## config.mk

```make
export PLATFORM = sky130hd
export DESIGN_NAME = manual_drive_ctrl_flat
export DESIGN_NICKNAME = d
export VERILOG_FILES = /design/src/rtl/manual_drive_ctrl_if.sv /design/src/rtl/manual_drive_ctrl.sv /design/src/flat_wrapper.sv
export SDC_FILE = /design/constraint.sdc
export NUM_CORES = 1
export LEC_CHECK = 0
export CAP_MARGIN = 40
export CORE_MARGIN = 2
export CORE_UTILIZATION = 58
export DETAILED_ROUTE_END_ITERATION = 10
export PLACE_DENSITY_LB_ADDON = 0.12
export SYNTH_ARGS = -nofsm -noshare
export SYNTH_HDL_FRONTEND = slang
export SYNTH_SLANG_ARGS = --single-unit
```

## constraint.sdc

```tcl
create_clock -name clk -period 3.7 [get_ports clk]
set_input_delay 0.925 -clock clk [delete_from_list [all_inputs] [get_ports clk]]
set_output_delay 0.925 -clock clk [all_outputs]
set_load 0.02 [all_outputs]
```

## src/rtl/manual_drive_ctrl_if.sv

```systemverilog
// Bundles the driver controls and the status outputs of manual_drive_ctrl.
//   master : drives en/power/clutch/brake/throttle/rgs/left/right, reads status
//   slave  : the controller side (manual_drive_ctrl)
//   Status : state[1:0], moving_state[3:0], power_off, turn_left_light,
//            turn_right_light, mileage[MILE_W-1:0]
interface manual_drive_ctrl_if #(
    parameter int MILE_W = 16
);
    logic              en;
    logic              power;
    logic              clutch;
    logic              brake;
    logic              throttle;
    logic              rgs;
    logic              left;
    logic              right;
    logic [1:0]        state;
    logic [3:0]        moving_state;
    logic              power_off;
    logic              turn_left_light;
    logic              turn_right_light;
    logic [MILE_W-1:0] mileage;

    modport master (
        output en, power, clutch, brake, throttle, rgs, left, right,
        input  state, moving_state, power_off, turn_left_light,
               turn_right_light, mileage
    );

    modport slave (
        input  en, power, clutch, brake, throttle, rgs, left, right,
        output state, moving_state, power_off, turn_left_light,
               turn_right_light, mileage
    );
endinterface

```

## src/rtl/manual_drive_ctrl.sv

```systemverilog
// Manual-mode drive controller: run-state FSM (NSTART/START/MOVING), motion
// direction, power-off request pulse, blinking turn lights and odometer.
// Ports:
//   clk : system clock, rising edge
//   rst : synchronous active-high reset
//   bus : manual_drive_ctrl_if.slave (driver controls in, status out)
// All outputs are registered; inputs sampled at an edge act at that edge.
module manual_drive_ctrl #(
    parameter int MILE_W    = 16,
    parameter int TICK_DIV  = 100000000,
    parameter int BLINK_DIV = 50000000,
    parameter int REV_EN    = 1
) (
    input  logic                 clk,
    input  logic                 rst,
    manual_drive_ctrl_if.slave   bus
);
    localparam logic [1:0] NSTART = 2'b00;
    localparam logic [1:0] START  = 2'b01;
    localparam logic [1:0] MOVING = 2'b10;

    localparam logic [3:0] NON_MOVING   = 4'b0000;
    localparam logic [3:0] MOVE_FORWARD = 4'b0001;
    localparam logic [3:0] MOVE_BACK    = 4'b0010;
    localparam logic [3:0] TURN_LEFT    = 4'b0100;
    localparam logic [3:0] TURN_RIGHT   = 4'b1000;

    localparam int TICK_W  = $clog2(TICK_DIV + 1);
    localparam int BLINK_W = $clog2(BLINK_DIV + 1);

    logic [1:0]         state_q, state_d;
    logic [3:0]         moving_q, moving_d, dir;
    logic               power_off_q, power_off_d;
    logic               clear_mile;
    logic               left_light_q, right_light_q;
    logic               req_left, req_right;
    logic [MILE_W-1:0]  mileage_q;
    logic [TICK_W-1:0]  tick_cnt;
    logic [BLINK_W-1:0] blink_cnt;
    logic               phase_q, phase_d;
    logic               active, blink_wrap, tick_en, tick_wrap;

    assign active     = bus.en & bus.power;
    assign blink_wrap = (blink_cnt == BLINK_W'(BLINK_DIV - 1));
    assign phase_d    = phase_q ^ blink_wrap;
    // Odometer advances only while really driving; dropping en/power freezes it.
    assign tick_en    = active && (state_q == MOVING);
    assign tick_wrap  = tick_en && (tick_cnt == TICK_W'(TICK_DIV - 1));

    // NOTE: every signal written here gets a default first, so no path
    // leaves a value unassigned and no latch is inferred.
    always_comb begin
        state_d     = state_q;
        moving_d    = moving_q;
        power_off_d = 1'b0;
        clear_mile  = 1'b0;
        req_left    = 1'b0;
        req_right   = 1'b0;

        dir = MOVE_FORWARD;
        if (bus.left && !bus.right)      dir = TURN_LEFT;
        else if (bus.right && !bus.left) dir = TURN_RIGHT;

        if (!active) begin
            state_d  = NSTART;
            moving_d = NON_MOVING;
        end else begin
            case (state_q)
                NSTART: begin
                    moving_d = NON_MOVING;
                    if (!bus.brake) begin
                        if (bus.throttle && !bus.clutch) begin
                            // Throttle without clutch from standstill: stall.
                            power_off_d = 1'b1;
                            clear_mile  = 1'b1;
                        end else if (bus.throttle && bus.clutch && !bus.rgs) begin
                            state_d = START;
                        end
                    end
                end
                START: begin
                    moving_d = NON_MOVING;
                    if (bus.brake) begin
                        state_d = NSTART;
                    end else if (bus.throttle && !bus.clutch && bus.rgs) begin
                        if (REV_EN != 0) begin
                            state_d  = MOVING;
                            moving_d = MOVE_BACK;
                        end
                    end else if (bus.throttle && !bus.clutch) begin
                        state_d  = MOVING;
                        moving_d = dir;
                    end
                end
                MOVING: begin
                    if (bus.rgs && !bus.clutch) begin
                        // Reverse engaged without clutch while moving: stall,
                        // but the odometer keeps its count.
                        state_d     = NSTART;
                        moving_d    = NON_MOVING;
                        power_off_d = 1'b1;
                    end else if (bus.brake) begin
                        state_d  = NSTART;
                        moving_d = NON_MOVING;
                    end else if (!bus.throttle) begin
                        state_d  = START;
                        moving_d = NON_MOVING;
                    end else if (bus.rgs) begin
                        if (REV_EN != 0) moving_d = MOVE_BACK;
                    end else begin
                        moving_d = dir;
                    end
                end
                default: begin
                    state_d  = NSTART;
                    moving_d = NON_MOVING;
                end
            endcase

            // Lamp request follows the state being entered this edge.
            if (state_d == NSTART) begin
                req_left  = 1'b1;
                req_right = 1'b1;
            end else if (moving_d != MOVE_BACK) begin
                req_left  = bus.left;
                req_right = bus.right;
            end
        end
    end

    // NOTE: sequential state uses non-blocking assignments so every register
    // samples pre-edge values regardless of statement order.
    always_ff @(posedge clk) begin
        if (rst) begin
            state_q       <= NSTART;
            moving_q      <= NON_MOVING;
            power_off_q   <= 1'b0;
            left_light_q  <= 1'b0;
            right_light_q <= 1'b0;
            mileage_q     <= '0;
            tick_cnt      <= '0;
            blink_cnt     <= '0;
            phase_q       <= 1'b1;
        end else begin
            state_q       <= state_d;
            moving_q      <= moving_d;
            power_off_q   <= power_off_d;
            left_light_q  <= req_left & phase_d;
            right_light_q <= req_right & phase_d;
            phase_q       <= phase_d;
            blink_cnt     <= blink_wrap ? '0 : blink_cnt + 1'b1;

            // A stall clear takes priority over an odometer tick.
            if (clear_mile) begin
                tick_cnt  <= '0;
                mileage_q <= '0;
            end else if (tick_en) begin
                if (tick_wrap) begin
                    tick_cnt  <= '0;
                    mileage_q <= mileage_q + 1'b1;
                end else begin
                    tick_cnt  <= tick_cnt + 1'b1;
                end
            end
        end
    end

    assign bus.state            = state_q;
    assign bus.moving_state     = moving_q;
    assign bus.power_off        = power_off_q;
    assign bus.turn_left_light  = left_light_q;
    assign bus.turn_right_light = right_light_q;
    assign bus.mileage          = mileage_q;
endmodule

```

## src/flat_wrapper.sv

```systemverilog
// flat-port wrapper written by rule: the top's interface ports become plain ports
module manual_drive_ctrl_flat 
#(
    parameter int MILE_W    = 16,
    parameter int TICK_DIV  = 100000000,
    parameter int BLINK_DIV = 50000000,
    parameter int REV_EN    = 1
)
  (clk, rst, bus_en, bus_power, bus_clutch, bus_brake, bus_throttle, bus_rgs, bus_left, bus_right, bus_state, bus_moving_state, bus_power_off, bus_turn_left_light, bus_turn_right_light, bus_mileage);
  manual_drive_ctrl_if #(.MILE_W(MILE_W)) bus_i ();
  input  logic clk;
  input  logic rst;
  input wire logic [$bits(bus_i.en)-1:0] bus_en;
  input wire logic [$bits(bus_i.power)-1:0] bus_power;
  input wire logic [$bits(bus_i.clutch)-1:0] bus_clutch;
  input wire logic [$bits(bus_i.brake)-1:0] bus_brake;
  input wire logic [$bits(bus_i.throttle)-1:0] bus_throttle;
  input wire logic [$bits(bus_i.rgs)-1:0] bus_rgs;
  input wire logic [$bits(bus_i.left)-1:0] bus_left;
  input wire logic [$bits(bus_i.right)-1:0] bus_right;
  output wire logic [$bits(bus_i.state)-1:0] bus_state;
  output wire logic [$bits(bus_i.moving_state)-1:0] bus_moving_state;
  output wire logic [$bits(bus_i.power_off)-1:0] bus_power_off;
  output wire logic [$bits(bus_i.turn_left_light)-1:0] bus_turn_left_light;
  output wire logic [$bits(bus_i.turn_right_light)-1:0] bus_turn_right_light;
  output wire logic [$bits(bus_i.mileage)-1:0] bus_mileage;
  assign bus_i.en = bus_en;
  assign bus_i.power = bus_power;
  assign bus_i.clutch = bus_clutch;
  assign bus_i.brake = bus_brake;
  assign bus_i.throttle = bus_throttle;
  assign bus_i.rgs = bus_rgs;
  assign bus_i.left = bus_left;
  assign bus_i.right = bus_right;
  assign bus_state = bus_i.state;
  assign bus_moving_state = bus_i.moving_state;
  assign bus_power_off = bus_i.power_off;
  assign bus_turn_left_light = bus_i.turn_left_light;
  assign bus_turn_right_light = bus_i.turn_right_light;
  assign bus_mileage = bus_i.mileage;
  manual_drive_ctrl #(.MILE_W(MILE_W), .TICK_DIV(TICK_DIV), .BLINK_DIV(BLINK_DIV), .REV_EN(REV_EN)) u_core (.clk(clk), .rst(rst), .bus(bus_i));
endmodule
```

== Word level (Yosys, flattened, before mapping) ==
Cells that the tools add are included.

* Word-level logic and storage cells: 76
* Input port bits: 10
* Register bits after elaboration: 79
* Output and inout bits: 25

* Mux-type cells: 35
* Bitwise logic cells: 5
* Eq/ne operators: 5
* Reductions and logical operators: 19
* Add/subtract/negate cells: 3

{| class="wikitable"
|+ Operators with widths
! operator !! count
|-
| $mux W4 || 10
|-
| $add A27 B1 Y27 const B || 1
|-
| $eq A27 B27 Y1 const B || 1
|-
| $mux W27 || 1
|-
| $add A26 B1 Y26 const B || 1
|-
| $eq A26 B26 Y1 const B || 1
|-
| $mux W2 || 10
|-
| $add A16 B1 Y16 const B || 1
|-
| $mux W1 || 11
|-
| $logic_and A1 B1 Y1 || 9
|-
| $pmux W4 S2 || 1
|-
| $pmux W2 S3 || 1
|-
| $reduce_or A2 Y1 || 3
|-
| $logic_not A1 Y1 || 4
|-
| $logic_not A2 Y1 || 2
|-
| $ne A4 B2 Y1 const B || 1
|-
| $and A1 B1 Y1 || 3
|-
| $eq A2 B1 Y1 const B || 1
|-
| $eq A2 B2 Y1 const B || 1
|-
| $pmux W1 S2 || 1
|-
| $reduce_and A2 Y1 || 1
|-
| $not A1 Y1 || 1
|-
| $xor A1 B1 Y1 || 1
|}

== Longest topological paths before layout ==
* Depth after elaboration: 15
* Mapped depth: 9

== Worst setup path before layout ==
No wires, ideal clock.

* Kind: reg2reg
* Start point: register u_core.state_q[1] (netlist: u_core.bus.state[1])
* End point: register u_core.mileage_q[11] (netlist: u_core.bus.mileage[11])
* Buffers on the path: 1
* Cell stages (with the launch flop): 8
* Slack: 1.231 ns
* Required time: 3.630 ns
* Arrival: 2.399 ns
* Cell sequence: dfxtp_1 -> ha_1 -> clkbuf_1 -> nand3_1 -> nor4_4 -> nand4_4 -> or4_1 -> a21oi_1

* Longest elaborated chain between the ends: 4

{| class="wikitable"
|+ RTL lines
! what !! RTL line !! text
|-
| start: declaration || manual_drive_ctrl.sv:31 || <nowiki>logic [1:0] state_q, state_d;</nowiki>
|-
| start signal: assignment || manual_drive_ctrl.sv:145 || <nowiki>state_q <= state_d;</nowiki>
|-
| $logic_not A2 Y1 or $eq A2 B2 Y1 (tied branches) || manual_drive_ctrl.sv:68, manual_drive_ctrl.sv:47 ||
|-
| $mux W1 or $logic_and A1 B1 Y1 (tied branches) || manual_drive_ctrl.sv:68, manual_drive_ctrl.sv:47 ||
|-
| $mux W1 or $logic_and A1 B1 Y1 (tied branches) || manual_drive_ctrl.sv:64, manual_drive_ctrl.sv:48 ||
|-
| $reduce_or A2 Y1 (no source line) or $reduce_and A2 Y1 (tied branches) || - ||
|-
| end signal: assignment || manual_drive_ctrl.sv:160 || <nowiki>mileage_q <= mileage_q + 1'b1;</nowiki>
|-
| end: declaration || manual_drive_ctrl.sv:37 || <nowiki>logic [MILE_W-1:0] mileage_q;</nowiki>
|}

Parallel ways exist; a longest one is shown, timed or not.
A chain may end at the register's enable or synchronous reset.

== Worst setup path after layout ==
* Start point: input port bus_en
* End point: register u_core.mileage_q[11] (netlist: u_core.bus.mileage[11])

* Longest elaborated chain between the ends: 4

{| class="wikitable"
|+ RTL lines
! what !! RTL line !! text
|-
| start: declaration || flat_wrapper.sv:13 || <nowiki>input wire logic [$bits(bus_i.en)-1:0] bus_en;</nowiki>
|-
| $and A1 B1 Y1 (*) || manual_drive_ctrl.sv:43 || <nowiki>assign active = bus.en & bus.power;</nowiki>
|-
| $logic_and A1 B1 Y1 || manual_drive_ctrl.sv:47 || <nowiki>assign tick_en = active && (state_q == MOVING);</nowiki>
|-
| $logic_and A1 B1 Y1 || manual_drive_ctrl.sv:48 || <nowiki>assign tick_wrap = tick_en && (tick_cnt == TICK_W'(TICK_DIV - 1));</nowiki>
|-
| $reduce_and A2 Y1 (no source line) || - ||
|}

Mark *: on every way between the ends. The rest lies on a longest branch, timed or not.

==> results.yml <==
outcome:
  outcome: "finished, final reports clean"
placed_design:
  gp_congestion: 0.849
  hpwl_um: 5110
  port_buffers: 34
  dp.cells: 541
  dpl_worst_slack_ns: 0.463
drt:
  dr_total_vias: 3169
  routedWlPerCell_um: 13.1
  drt_iter0_drc: 165
  final_antenna_net_count: 0
  routed_via_density: 5.69
  routed_wl_um: 7300
  met2WireLength_um: 3500
  top_layer_used: "met4"
  drc_errors: 0
  wl_met1_um: 3490
  wl_met3_um: 211
  dr.pass1.iters: 4
worst_setup_path:
  arrival_ns: 3.17
  crit_type: "primary input to flop"
  critPathLaunchType: "primary input"
  end_kind: "flop"
  cp_max_fo: 10
  crit_required_ns: 3.98
timing:
  final-setup-viol-count: 0
  drv_slew: 0
  fmax_mhz: 346
  relSlewSlack: 0.428
  fin_setup_tns_ns: 0
  fin_skew_ns: 0.00654
  hold_ws_ns: 0.463
  period_share: 0.780
  hold_violations: 0
  worst_pin_slew_ns: 0.858
  grt_setup_unrepaired: "no"
  setup_ws_ns: 0.813
  finalCriticalPeriod_ns: 2.89
floorplanning:
  fp.coreArea_um2: 6310
  dieArea_um2: 7130
  ioPinCount: 35
  die_y_um: 84.5
  initial_core_util: 0.595
  row_count: 29
  die_w_um: 84.5
yosys:
  netlist_area_um2: 3750
  synth_warnings: 0
  yosysMostFrequentCell: "dfxtp_1"
  synth_nets: 456
  ys_seq_area_frac: 0.421
  netlist_instances: 437
  synthArstFlopShare: 0
  yosysUniqueCellTypes: 48
  synth_top_cell_by_area: "dfxtp_1"
  synth_common_cells: "79 x dfxtp_1, 68 x nor2_1, 37 x xor2_1"
  synth.top_cell.area_share: 0.421
  synth_edf_count: 0
  syn_avg_cell_area_um2: 8.59
  synth_ff_type: "dfxtp_1"
  synth_area_leaders: "dfxtp_1 42%, xor2_1 8.6%, nor2_1 6.8%"
  ys_ff_latch: 79
power_and_ir_drop:
  vdd_drop_max_v: 0.000301
  power_density_nw_per_um2: 359
  leakage_uw: 0.00155
clocking:
  clock_sinks: 79
  hold_buffers: 0
  cts_buffers: 9
  root_buffer: "clkbuf_8"
  htree_levels: 3
  cts_buffer_depth: 2
  cts_tree: "built"
  postCtsSetupBuffers: 0
  clk_latency_ns: 0.34
  cts_resized: 0
  clk_pin_slew_worst_paths_ns: 0.08
grt:
  grt_max_degree: 25
  grt_pass1_vias: 2818
  grt_overflow_total: 0
  antenna_found_initial: 0
  global_route.usage.total: 0.211
  grt_pass1_wl_um: 12500
flow_run:
  drv_cap: 0
hold_path:
  hp-class: "flop to flop"
cells_and_area:
  nNetsFinal: 494
  fillerInstances: 512
  area_growth_pct: 16.6
  num_antenna_cells: 0
  final_util: 0.694
  drive_above_1_share: 0.0646
  fin_cells: 557
[sequential cells by signal, summed over array words and instances, names as in the netlist]
register and flops:
u_core.bus.moving_state 4, u_core.blink_cnt 26, u_core.phase_q 1, u_core.bus.mileage 16, u_core.tick_cnt 27, u_core.bus.turn_left_light 1
u_core.bus.power_off 1, u_core.bus.state 2, u_core.bus.turn_right_light 1
[critical path, stage by stage]
cell,delay [ns]
clkdlybuf4s50_1,0.51
nand3_1,0.24
nor4_4,0.67
nand4_4,0.24
or4_1,0.45
a21oi_1,0.14
[placed cells by master (no fill, tap or decap), types with 2 or more instances in the layout]
| cell type | synthesis | routed |
|---|---|---|
| nor2_1 | 68 | 68 |
| nand2b_1 | 4 | 4 |
| or2_2 | 2 | 2 |
| buf_4 | 0 | 4 |
| or3_1 | 10 | 10 |
| nand2_1 | 31 | 31 |
| mux2i_1 | 2 | 2 |
| nor2b_1 | 3 | 3 |
| or4b_1 | 2 | 2 |
| clkbuf_8 | 0 | 12 |
| xor2_1 | 37 | 37 |
| nand4_1 | 25 | 25 |
| clkdlybuf4s50_1 | 0 | 34 |
| nand3b_1 | 3 | 3 |
| nor3_1 | 10 | 10 |
| a21oi_1 | 16 | 16 |
| o311a_1 | 2 | 2 |
| and3_1 | 10 | 10 |
| a31oi_1 | 4 | 4 |
| xnor2_1 | 13 | 13 |
| and2_1 | 9 | 9 |
| dfxtp_1 | 79 | 79 |
| nand3_1 | 33 | 33 |
| nor4_4 | 2 | 2 |
| inv_1 | 12 | 12 |
| clkinv_2 | 0 | 2 |
| o21ai_0 | 11 | 11 |
| nand4b_1 | 2 | 2 |
| ha_1 | 9 | 9 |
| nor4_1 | 7 | 7 |
[report_power, final]
group / switching [uW] / internal [uW] / leakage (uW)
clock: 302 / 365 / 0.000109
sequential: 2.66 / 853 / 0.000637
combinational: 27.9 / 20.8 / 0.000805
[kinds of logic after synthesis]
logic type / synth area share
muxes: 0.00533
adders and majority gates: 0.0300
buffers and inverters: 0.0270
AOI/OAI and AO/OA: 0.0706
and+or+nand+nor: 0.329
xor gates and xnor gates: 0.117
DFF: 0.421
[final cells by class]
cell class / count / area, um2 / share of cell area
clock buffers: 13 / 169 / 0.0386
clock inverters: 3 / 40.0 / 0.00914
flip-flops and latches: 79 / 1580 / 0.361
well taps: 77 / 96.3 / 0.0220
repair buffers: 39 / 375 / 0.0857
inverters: 12 / 45.0 / 0.0103
multi-input cells: 334 / 2070 / 0.473
[stage by stage]
step | area (um2) | total power, uW
6_report | 4380 | 1570
5_1_grt | 4380 | 1630
3_3_place_gp | 4170 | 924
2_1_floorplan | 3750 | 902
3_5_place_dp | 4170 | 925
4_1_cts | 4380 | 1590
[layer usage]
metal  track usage  up-vias
li1              -     1612
met1         0.271     1500
met2         0.354       47
met3        0.0393       10
met4        0.0779        0
met5             0        -
[worst paths after layout]
kind | to | depth (start not counted) | from | slack (ns)
worst max register to register | u_core.bus.mileage[11] | 7 | u_core.bus.state[0] | 1.05
worst max-delay path | u_core.bus.mileage[11] | 6 | bus_en | 0.81
worst min-delay path | u_core.blink_cnt[0] | 1 | u_core.blink_cnt[0] | 0.46
worst min register to register | u_core.blink_cnt[0] | 1 | u_core.blink_cnt[0] | 0.46
Power figures use the tool's default switching activity.
